<file path="src/rtl/sound_arbiter.sv">
// sound_arbiter: single owner of the piezo playSound bus.
// Alarm beats outrank lullaby beats; handovers pass through a timed silence gap.
module sound_arbiter #(
    parameter int BEAT_W          = 13,
    parameter int SILENCE         = 0,
    parameter int GAP_TICKS       = 20,
    parameter int ALARM_MAX_TICKS = 6000
) (
    input  logic              clock,
    input  logic              reset,
    input  logic              tick,
    input  logic              lullaby_req,
    input  logic [BEAT_W-1:0] lullaby_beat,
    input  logic              alarm_req,
    input  logic [BEAT_W-1:0] alarm_beat,
    input  logic              cancel,
    input  logic              mute,
    output logic [BEAT_W-1:0] play_sound,
    output logic              grant_lullaby,
    output logic              grant_alarm,
    output logic              busy,
    output logic              alarm_timeout
);

    typedef enum logic [2:0] {
        IDLE,
        LULL,
        ALARM,
        GAP,
        TIMEOUT
    } state_t;

    localparam logic [BEAT_W-1:0] SIL        = BEAT_W'(SILENCE);
    localparam logic [7:0]        GAP_LAST   = 8'(GAP_TICKS - 1);
    localparam logic [15:0]       ALARM_LAST = 16'(ALARM_MAX_TICKS - 1);

    state_t      state;
    state_t      state_nxt;
    logic [7:0]  gap_cnt;
    logic [7:0]  gap_nxt;
    logic [15:0] alarm_cnt;
    logic [15:0] alarm_nxt;

    // Next state and counter values; cancel overrides everything.
    always_comb begin
        state_nxt = state;
        gap_nxt   = gap_cnt;
        alarm_nxt = alarm_cnt;
        if (cancel) begin
            state_nxt = IDLE;
            gap_nxt   = '0;
            alarm_nxt = '0;
        end else begin
            unique case (state)
                IDLE: begin
                    if (alarm_req) begin
                        state_nxt = ALARM;
                        alarm_nxt = '0;
                    end else if (lullaby_req) begin
                        state_nxt = LULL;
                    end
                end
                LULL: begin
                    if (alarm_req) begin
                        state_nxt = GAP;
                        gap_nxt   = '0;
                    end else if (!lullaby_req) begin
                        state_nxt = IDLE;
                    end
                end
                ALARM: begin
                    if (!alarm_req) begin
                        state_nxt = GAP;
                        gap_nxt   = '0;
                    end else if (tick) begin
                        alarm_nxt = alarm_cnt + 16'd1;
                        if (alarm_cnt == ALARM_LAST) begin
                            state_nxt = TIMEOUT;
                        end
                    end
                end
                GAP: begin
                    if (tick) begin
                        if (gap_cnt == GAP_LAST) begin
                            if (alarm_req) begin
                                state_nxt = ALARM;
                                alarm_nxt = '0;
                            end else if (lullaby_req) begin
                                state_nxt = LULL;
                            end else begin
                                state_nxt = IDLE;
                            end
                        end else begin
                            gap_nxt = gap_cnt + 8'd1;
                        end
                    end
                end
                TIMEOUT: begin
                    if (!alarm_req) begin
                        state_nxt = IDLE;
                    end
                end
                default: state_nxt = IDLE;
            endcase
        end
    end

    // State, counters and outputs registered from the next state.
    always_ff @(posedge clock) begin
        if (reset) begin
            state         <= IDLE;
            gap_cnt       <= '0;
            alarm_cnt     <= '0;
            play_sound    <= SIL;
            grant_lullaby <= 1'b0;
            grant_alarm   <= 1'b0;
            busy          <= 1'b0;
            alarm_timeout <= 1'b0;
        end else begin
            state         <= state_nxt;
            gap_cnt       <= gap_nxt;
            alarm_cnt     <= alarm_nxt;
            grant_lullaby <= (state_nxt == LULL);
            grant_alarm   <= (state_nxt == ALARM);
            busy          <= (state_nxt != IDLE);
            alarm_timeout <= (state_nxt == TIMEOUT);
            if (mute) begin
                play_sound <= SIL;
            end else if (state_nxt == LULL) begin
                play_sound <= lullaby_beat;
            end else if (state_nxt == ALARM) begin
                play_sound <= alarm_beat;
            end else begin
                play_sound <= SIL;
            end
        end
    end

endmodule

</file>
<file path="config.mk">
export PLATFORM = sky130hd
export DESIGN_NAME = sound_arbiter
export DESIGN_NICKNAME = d
export VERILOG_FILES = /design/src/rtl/sound_arbiter.sv
export SDC_FILE = /design/constraint.sdc
export NUM_CORES = 1
export LEC_CHECK = 0
export CORE_MARGIN = 10
export CORE_UTILIZATION = 54
export DETAILED_ROUTE_END_ITERATION = 6
export GPL_TIMING_DRIVEN = 0
export PLACE_DENSITY_LB_ADDON = 0.15
export REMOVE_ABC_BUFFERS = 1
export SLEW_MARGIN = 20
export SYNTH_ARGS = -nofsm -noshare
export SYNTH_HDL_FRONTEND = slang
export SYNTH_SLANG_ARGS = --single-unit
</file>
<file path="constraint.sdc">
create_clock -name clock -period 3.84 [get_ports clock]
set_input_delay 0.384 -clock clock [delete_from_list [all_inputs] [get_ports clock]]
set_output_delay 0.384 -clock clock [all_outputs]
set_load 0.02 [all_outputs]
</file>
==> results of run 1 <==
cell families (layout without fill, tap and decap cells):
family,Yosys count,in the layout,share of synthesized area (%)
AND/OR/NAND/NOR,131,131,34.1
buffers and inverters,23,60,5.10
multiplexers,8,8,3.53
adder cells (fa/ha/maj),2,2,1.09
flip-flops,44,44,38.2
AO/OA/AOI/OAI,61,61,18.0
worst reg2reg max path, delay by kind of cell, from the launching register on:
family          cells  cell delay, ps
simple gates        3            1760
compound gates      1             150
flops               1             530
where the power goes:
group / internal [mW] / switching (mW) / total [mW] / leakage (nW)
clock network: 0.147 / 0.154 / 0.301 / 0.0455
logic: 0.0551 / 0.0514 / 0.107 / 0.524
registers: 0.462 / 0.00450 / 0.467 / 0.356
total: 0.664 / 0.210 / 0.875 / 0.925
how the worst max path moves through the flow:
stage / startpoint / to / slack, ps / cells after the start
2_1_floorplan: gap_cnt[0] / alarm_cnt[0] / 1480 / 5
3_3_place_gp: tick / alarm_cnt[9] / 740 / 4
3_5_place_dp: alarm_req / gap_cnt[4] / 840 / 5
4_1_cts: alarm_req / gap_cnt[4] / 1150 / 5
5_1_grt: alarm_req / gap_cnt[4] / 910 / 5
6_report: alarm_req / gap_cnt[4] / 1140 / 5
cell usage after synthesis, drive strengths merged, types with 2 or more instances:
master / instances
ha: 2
nand2b: 9
a211oi: 13
a31oi: 3
and2: 5
nor2: 8
nor2b: 2
o211ai: 2
nand4: 23
o31ai: 12
clkbuf: 11
nor4: 5
a21oi: 18
and3: 6
o21ai: 9
inv: 3
and4: 2
nor3: 5
dfxtp: 44
nand3: 12
or3b: 4
buf: 9
mux2i: 7
nand2: 27
or4: 13
or3: 3
per-layer routing:
metal | wire length (um) | global-route usage (%)
met1 | 2790 | 21.2
met2 | 2580 | 21.9
met3 | 440 | 4.88
met4 | 87 | 4.94
met5 | 0 | 0
metrics by stage:
step	hold slack (ps)	instances	util, %	setup WS [ps]	cell area, um^2
6_report	488	356	70.6	1140	2860
5_1_grt	522	356	70.6	909	2860
4_1_cts	491	356	70.5	1150	2860
3_5_place_dp	480	348	68.2	839	2770
3_3_place_gp	463	348	67.8	741	2750
2_1_floorplan	448	249	-	1480	2200
layout make-up:
class | count | share of cell area (%)
multi-input cells | 202 | 46.4
flip-flops and latches | 44 | 30.8
clock buffers | 8 | 3.15
well taps | 50 | 2.19
repair buffers | 49 | 17.1
inverters | 3 | 0.393
flip-flops by register name, summed over array words and instances, names as in the netlist:
signal,flops
busy,1
grant_alarm,1
grant_lullaby,1
alarm_timeout,1
gap_cnt,8
state,3
alarm_cnt,16
play_sound,13
==> impl_results.md, run 1 <==
* Status: finished, final reports clean
* Worst VDD drop at 0.000218 V
* TritonCTS clock tree: yes
* DRC at 0
* Mapped Avg Cell Area at 8.57 um^2
* Commonest non-fill, non-tap cell in the layout: clkdlybuf4s50_1
* Worst Setup End Kind: register
* Max Transition Viols Final at 0
* Flops & latches, synth at 44
* Nets at 340
* Time the worst path needs with I/O delays and setup at 2700 ps
* Hold EP: gap_cnt[7]
* Post-synth EDFFs at 0
* FF-to-FF Start: state[1]
* Fraction of registers with async set or reset after synthesis at 0%
* H-tree Lvls at 2
* Initial antenna violation count at 0
* Seq/Total Area, Yosys at 38.2%
* Ys Warns at 0
* Worst path bufs/invs at 1
* Multi-input gate area at 1330 um^2
* WL per Instance at 16.6 um
* Setup CP Type: input pin to register
* Register-to-Register Path Depth at 4
* Fraction of layout cells with a size suffix above 1 at 7.84%
* Initial Util at 56.8%
* Arr. time, crit path at 2930 ps
* Die height at 85.3 um
* DIE AREA at 7280 um^2
* RSZ-0062 raised after global routing: no
* Worst-margin pin slew at 995 ps
* CP delay by family, top: buffers and inverters
* Tightest Hold Check Type: register to register
* Worst EP required at 4070 ps
* Slowest library cell on the worst path: clkdlybuf4s50_1
* Most frequent cells in the layout: clkdlybuf4s50_1, dfxtp_1, nand2_1, nand4_1, a21oi_1
* First-pass GRT wire length at 9440 um
* Total number of vias at 2157
* Vias in the first global route at 1881
* Area grow syn2layout at 24.2%
* Drt pass-1 iters at 4
* Max_slew headroom at 33.4%
* ANT nets after route at 0
* HP Start: gap_cnt[7]
* Post-synthesis instance area at 2300 um^2
* Total power at 0.875 mW
* Largest net degree at the start of global routing at 39
* Synth top area share at 38.2%
* CP Cell Sequence: clkdlybuf4s50_1 -> mux2_2 -> a31oi_1 -> nand2b_1 -> mux2i_1
* Drt total wl at 5900 um
* Most area-consuming cells after synthesis: dfxtp_1, nand4_1, nand2_1
* Lkg Pwr at 0.925 nW
* Resized cells post-CTS at 0
* Die Wd at 85.3 um
* Clock sink count at 44
* Post-CTS Hold Buffers at 0
* Reg2reg setup slack at 1330 ps
* Grt ovf at 0
* CTS clk-pin slew, worst paths at 80 ps
* Core region area at 4060 um^2
* Most area-hungry cell type in the Yosys netlist: dfxtp_1
* Count of cell types in the netlist at 47
* Placer Congestion at 0.805
* Final Hold Fails at 0
* CTS max path bufs at 2
* Num CTS Buffers at 5
* # Max-Cap Violations at 0
* Fmax at 370 MHz
* Max stage delay on crit path at 1030 ps
* FILL cells at 338
* Syn Inst Count at 269
* Dpl hpwl at 4210 um
* Setup TNS at 0 ps
* Final period utilization at 70.3%
* CP startpoint kind: input pin
* PortBufs at 49
* Pwr/cell area at 306 nW/um^2
* Worst-skew pair later-pin latency at 300 ps
* Antenna Diode Count at 0
* Crit Reg-Reg Endpoint: alarm_cnt[10]
* GRT Util Overall at 15.4%
* Top_reg_cell synth: dfxtp_1
* Post-CTS Setup Inserts at 0
* DR iter-0 viols at 114
* Largest fanout on the critical path at 23
* Sequential cell area at 881 um^2
* Vias per cell at 6.06
* Hold path depth at 2
* Setup Skew at 7.56 ps
* IO Pins at 50
* Setup violators final at 0
* Rows at 23
* CTS root buf: clkbuf_8
(Power assumes the default switching activity.)
==> run 2, diff against run 1 <==
CORE_UTILIZATION = 46   (was 54)
clock period = 2.25 ns   (was 3.84 ns; I/O delays follow)
==> impl_results.md, run 2 (same netlist as run 1, synthesis figures left out) <==
* Finished Core Util at 62.5% (was 70.6%)
* Area grow syn2layout at 29.8% (was 24.2%)
* Reg2reg setup slack at 80 ps (was 1330 ps)
* CTS root buf: clkbuf_8 (unchanged)
* Total number of vias at 2202 (was 2157)
* Top Layer Used: met4 (unchanged)
* IO Pins at 50 (unchanged)
* Vias per cell at 5.83 (was 6.06)
* Setup CP Type: register to register (was input pin to register)
* Most frequent cells in the layout: clkdlybuf4s50_1, dfxtp_1, nand2_1, nand4_1, a21oi_1 (unchanged)
* Lkg Pwr at 0.962 nW (was 0.925 nW)
* Largest regs: alarm_cnt x16, play_sound x13, gap_cnt x8 (unchanged)
* WL per Instance at 16.8 um (was 16.6 um)
* Met3 WL at 394 um (was 440 um)
* Nets at 345 (was 340)
* First-pass GRT wire length at 10500 um (was 9440 um)
* CTS max path bufs at 2 (unchanged)
* Worst-margin pin slew at 946 ps (was 995 ps)
* DRC at 0 (unchanged)
* Placer Congestion at 0.792 (was 0.805)
* Dpl hpwl at 4150 um (was 4210 um)
* CP startpoint kind: register (was input pin)
* WL met1 at 3140 um (was 2790 um)
* TritonCTS clock tree: yes (unchanged)
* Time the worst path needs with I/O delays and setup at 2170 ps
* Hold EP: play_sound[6] (was gap_cnt[7])
* Max_slew headroom at 36.7% (was 33.4%)
* Num CTS Buffers at 5 (unchanged)
* Tightest Hold Check Type: input pin to register (was register to register)
* Setup violators final at 0 (unchanged)
* Post-place setup slack at -693 ps (was 839 ps)
* HP Start: lullaby_beat[6] (was gap_cnt[7])
* Wire length on met2 at 2710 um (was 2580 um)
* Register-to-Register Path Depth at 5 (was 4)
* Initial antenna violation count at 0 (unchanged)
* Worst VDD drop at 0.000365 V (was 0.000218 V)
* Final WS setup at 81.0 ps (was 1140 ps)
* Setup Skew at 9.16 ps (was 7.56 ps)
* Crit Reg-Reg Endpoint: play_sound[0] (was alarm_cnt[10])
* Initial Util at 48.2% (was 56.8%)
* Final instance area at 2990 um^2 (was 2860 um^2)
* # Max-Cap Violations at 0 (unchanged)
* Hold path depth at 3 (was 2)
* Antenna Diode Count at 0 (unchanged)
* Commonest non-fill, non-tap cell in the layout: clkdlybuf4s50_1 (unchanged)
* GRT Util Overall at 15.2% (was 15.4%)
* DIE AREA at 8240 um^2 (was 7280 um^2)
* Fmax at 461 MHz
* Final Hold Fails at 0 (unchanged)
* Worst EP required at 2460 ps (was 4070 ps)
* DR iter-0 viols at 151 (was 114)
* Core region area at 4790 um^2 (was 4060 um^2)
* Rows at 25 (was 23)
* Worst Setup End Kind: register (unchanged)
* Fraction of layout cells with a size suffix above 1 at 12.2% (was 7.84%)
* FF-to-FF Start: gap_cnt[0] (was state[1])
* Clock sink count at 44 (unchanged)
* H-tree Lvls at 2 (unchanged)
* Largest net degree at the start of global routing at 24 (was 39)
* PortBufs at 49 (unchanged)
* Max Transition Viols Final at 0 (unchanged)
* CTS clk-pin slew, worst paths at 80 ps (about the same)
* Total power at 1.58 mW (was 0.875 mW)
* Max FFs per register at 16 (unchanged)
* Placed cells at 365 (was 348)
* Arr. time, crit path at 2380 ps (was 2930 ps)
* Drt total wl at 6340 um (was 5900 um)
* Final period utilization at 96.4%
* Biggest register: alarm_cnt (unchanged)
* ANT nets after route at 0 (unchanged)
* Post-CTS Hold Buffers at 0 (unchanged)
* Area after DPL at 2790 um^2 (was 2770 um^2)
* Die height at 90.8 um (was 85.3 um)
* Die Wd at 90.8 um (was 85.3 um)
* Vias in the first global route at 2046 (was 1881)
* Pwr/cell area at 527 nW/um^2 (was 306 nW/um^2)
* Status: finished, final reports clean (unchanged)
* Drt pass-1 iters at 4 (unchanged)
* Grt ovf at 0 (unchanged)
* Largest fanout on the critical path at 19 (was 23)
* Fin cells at 378 (was 356)
* RSZ-0062 raised after global routing: yes (was no)
* Worst-skew pair later-pin latency at 300 ps (about the same)
## run 2: how the worst max path moves through the flow
stage,startpoint,end,slack [ps],depth (start not counted)
6_report,gap_cnt[0],play_sound[0],80,5
3_5_place_dp,alarm_req,gap_cnt[2],-690,5
4_1_cts,state[1],alarm_cnt[12],30,4
2_1_floorplan,gap_cnt[0],alarm_cnt[0],-110,5
3_3_place_gp,gap_cnt[0],alarm_cnt[2],-820,5
5_1_grt,state[1],alarm_cnt[13],-60,4
## run 2: per-stage QoR
stage | hold WS [ps] | setup TNS (ps)
after floorplan | 297 | -1580
after global placement | 463 | -24440
after detailed placement | 471 | -16370
after CTS | 471 | 0
after global routing | 475 | -214
final | 477 | 0
## run 2: cell type report
type	count	area [um^2]
fill	444	1800
clock inverter	2	35.0
clock buffer	6	72.6
inverter	3	11.3
timing repair buffer	53	520
tap	67	83.8
multi-input combinational	203	1390
sequential	44	881
## run 2: where the power goes
group,internal [mW],switching [mW]
combinational,0.0961,0.0937
sequential,0.789,0.00775
clock,0.329,0.261
## run 2: critical path, cell delays in order (launching register included)
cell and delay (ps):
dfxtp_1 360, ha_1 220, and4bb_4 320, a31oi_4 240, or4_4 690, a211oi_1 240
## run 2: per-layer routing
metal | global-route usage [%] | up-vias
met5 | 0 | -
li1 | - | 1107
met1 | 20.4 | 1014
met3 | 3.49 | 8
met2 | 23.1 | 73
met4 | 5.61 | 0
## run 2: repair_timing
action | CTS | global route
cloned | 1 | 0
gates resized for setup | 4 | 7
pin swaps | 2 | 1
setup endpoints to repair | 27 | 22
buffers inserted | 3 | 1
==> RTL edit, RTL diff (settings of run 1) <==
The 5 states of `state_t` get a Gray code encoding in 3 bits.
--- a/src/rtl/sound_arbiter.sv
+++ b/src/rtl/sound_arbiter.sv
@@ -23,11 +23,11 @@
 );
 
     typedef enum logic [2:0] {
-        IDLE,
-        LULL,
-        ALARM,
-        GAP,
-        TIMEOUT
+        IDLE    = 3'b000,
+        LULL    = 3'b001,
+        ALARM   = 3'b011,
+        GAP     = 3'b010,
+        TIMEOUT = 3'b110
     } state_t;
 
     localparam logic [BEAT_W-1:0] SIL        = BEAT_W'(SILENCE);
Check against the original RTL: same outputs for any inputs over 10 cycles, from zero or initial values and one cycle with reset high; not proved beyond that.
==> RTL edit against run 1 <==
- power down 5.5%
- count of clock-buffer cells in the layout down 3
- cell count down 8.7%
- synthesized area down 6.8%
- final area down 5.8%
- wire length down 19%
- sequential cell count unchanged
- via count down 17%
- worst setup slack better by 330 ps
- maximum frequency up 14%
==> RTL edit: results (changes against run 1) <==
[grt]
grt_pass1_vias=1667  ; -11%
grt_pass1_wl_mm=7.77  ; -18%
grtUsageTotal=0.131  ; -0.0229
grt_start_max_net_pins=18  ; -54%
use_met2=0.211  ; -0.00845
met3_usage=0.0527  ; +0.00398

[yosys]
synth-xor-area-share=0.0897  ; +0.0897
ys_seq_area_frac=0.410  ; +0.0278
ys_warn_count=0  ; unchanged
synth_commonest_cells=46 x nor2_1, 44 x dfxtp_1, 20 x xnor2_1
synth.distinct_cells=46  ; -2.1%
synth_mux_area_frac=0.00466  ; -0.0306
synth_compound_area_frac=0.188  ; +0.00842

[detailed_routing]
via_count=1790  ; -17%
avgRoutedWirePerCell_um=14.7  ; -11%

[setup_path]
cpMaxStageDelayCell=a22oi_1
reg2regPathDepth=6  ; +2
arrival_ps=2510  ; -420 ps
path_delay_family=compound AO/OA/AOI/OAI gates
path_max_fanout=13  ; -43%
slowest_delay_ps=830  ; -200 ps

[place]
gp_congestion=0.819  ; +1.7%
dpl.hpwl_mm=3.64  ; -13%
numPortBuffers=49  ; unchanged
place_inst=320  ; -8.0%
place_ws_ps=1190  ; +352 ps

[cells_and_area]
nNetsFinal=314  ; -7.6%
top_regs=alarm_cnt x16, play_sound x13, gap_cnt x8
drive_above_1_share=0.0686  ; -0.00984
fin_cells=325  ; -8.7%
fillCellCount=313  ; -7.4%

[run_status]
status=finished clean

[power_and_ir_drop]
p_leak_nw=0.850  ; -8.2%

[timing]
clock_skew_ps=6.94  ; -0.614 ps

[cts]
post_cts_buffers=0  ; unchanged

## RTL edit: power by group
part           leakage (nW)  switching [mW]  internal [mW]
Sequential            0.356         0.00509          0.462
Combinational         0.458          0.0501         0.0546
Clock                0.0359           0.137          0.117
## RTL edit: cells by family after synthesis
logic type / after synthesis
and+or+nand+nor: 104
adders and majority gates: 2
DFF: 44
AOI/OAI and AO/OA: 46
buffers and inverters: 15
muxes: 1
xor gates and xnor gates: 22
## RTL edit: metrics by stage
stage               cell area (um2)  hold slack (ps)
finish                         2700              502
global route                   2700              534
CTS                            2700              505
detailed placement             2630              493
global placement               2630              488
floorplan                      2080              473
## RTL edit: worst paths after layout
check          startpoint             end  slack [ps]
max             alarm_req  play_sound[11]        1460
min          alarm_cnt[1]    alarm_cnt[1]         500
max reg2reg    gap_cnt[0]   play_sound[9]        1600
min reg2reg  alarm_cnt[1]    alarm_cnt[1]         500
## RTL edit: worst register-to-register path, cell delays in order (launching register included)
cell       delay [ps]
dfxtp_1           430
ha_1              270
and4bb_4          310
a211oi_2          110
a2111oi_4         730
a22oi_1           210
nor2_1            110
## RTL edit: final cells by class
cell class                      count  area (um2)  share of cell area
Multi-Input combinational cell    175        1180               0.438
Timing Repair Buffer               49         490               0.182
Inverter                            4        15.0             0.00557
Sequential cell                    44         881               0.327
Clock buffer                        5        68.8              0.0255
Tap cell                           48        60.1              0.0223
## RTL edit: layer usage
metal | vias to the layer above | part of all wire
met4 | 0 | 0.0052
met3 | 6 | 0.071
met5 | - | 0
met2 | 54 | 0.47
li1 | 919 | -
met1 | 811 | 0.45
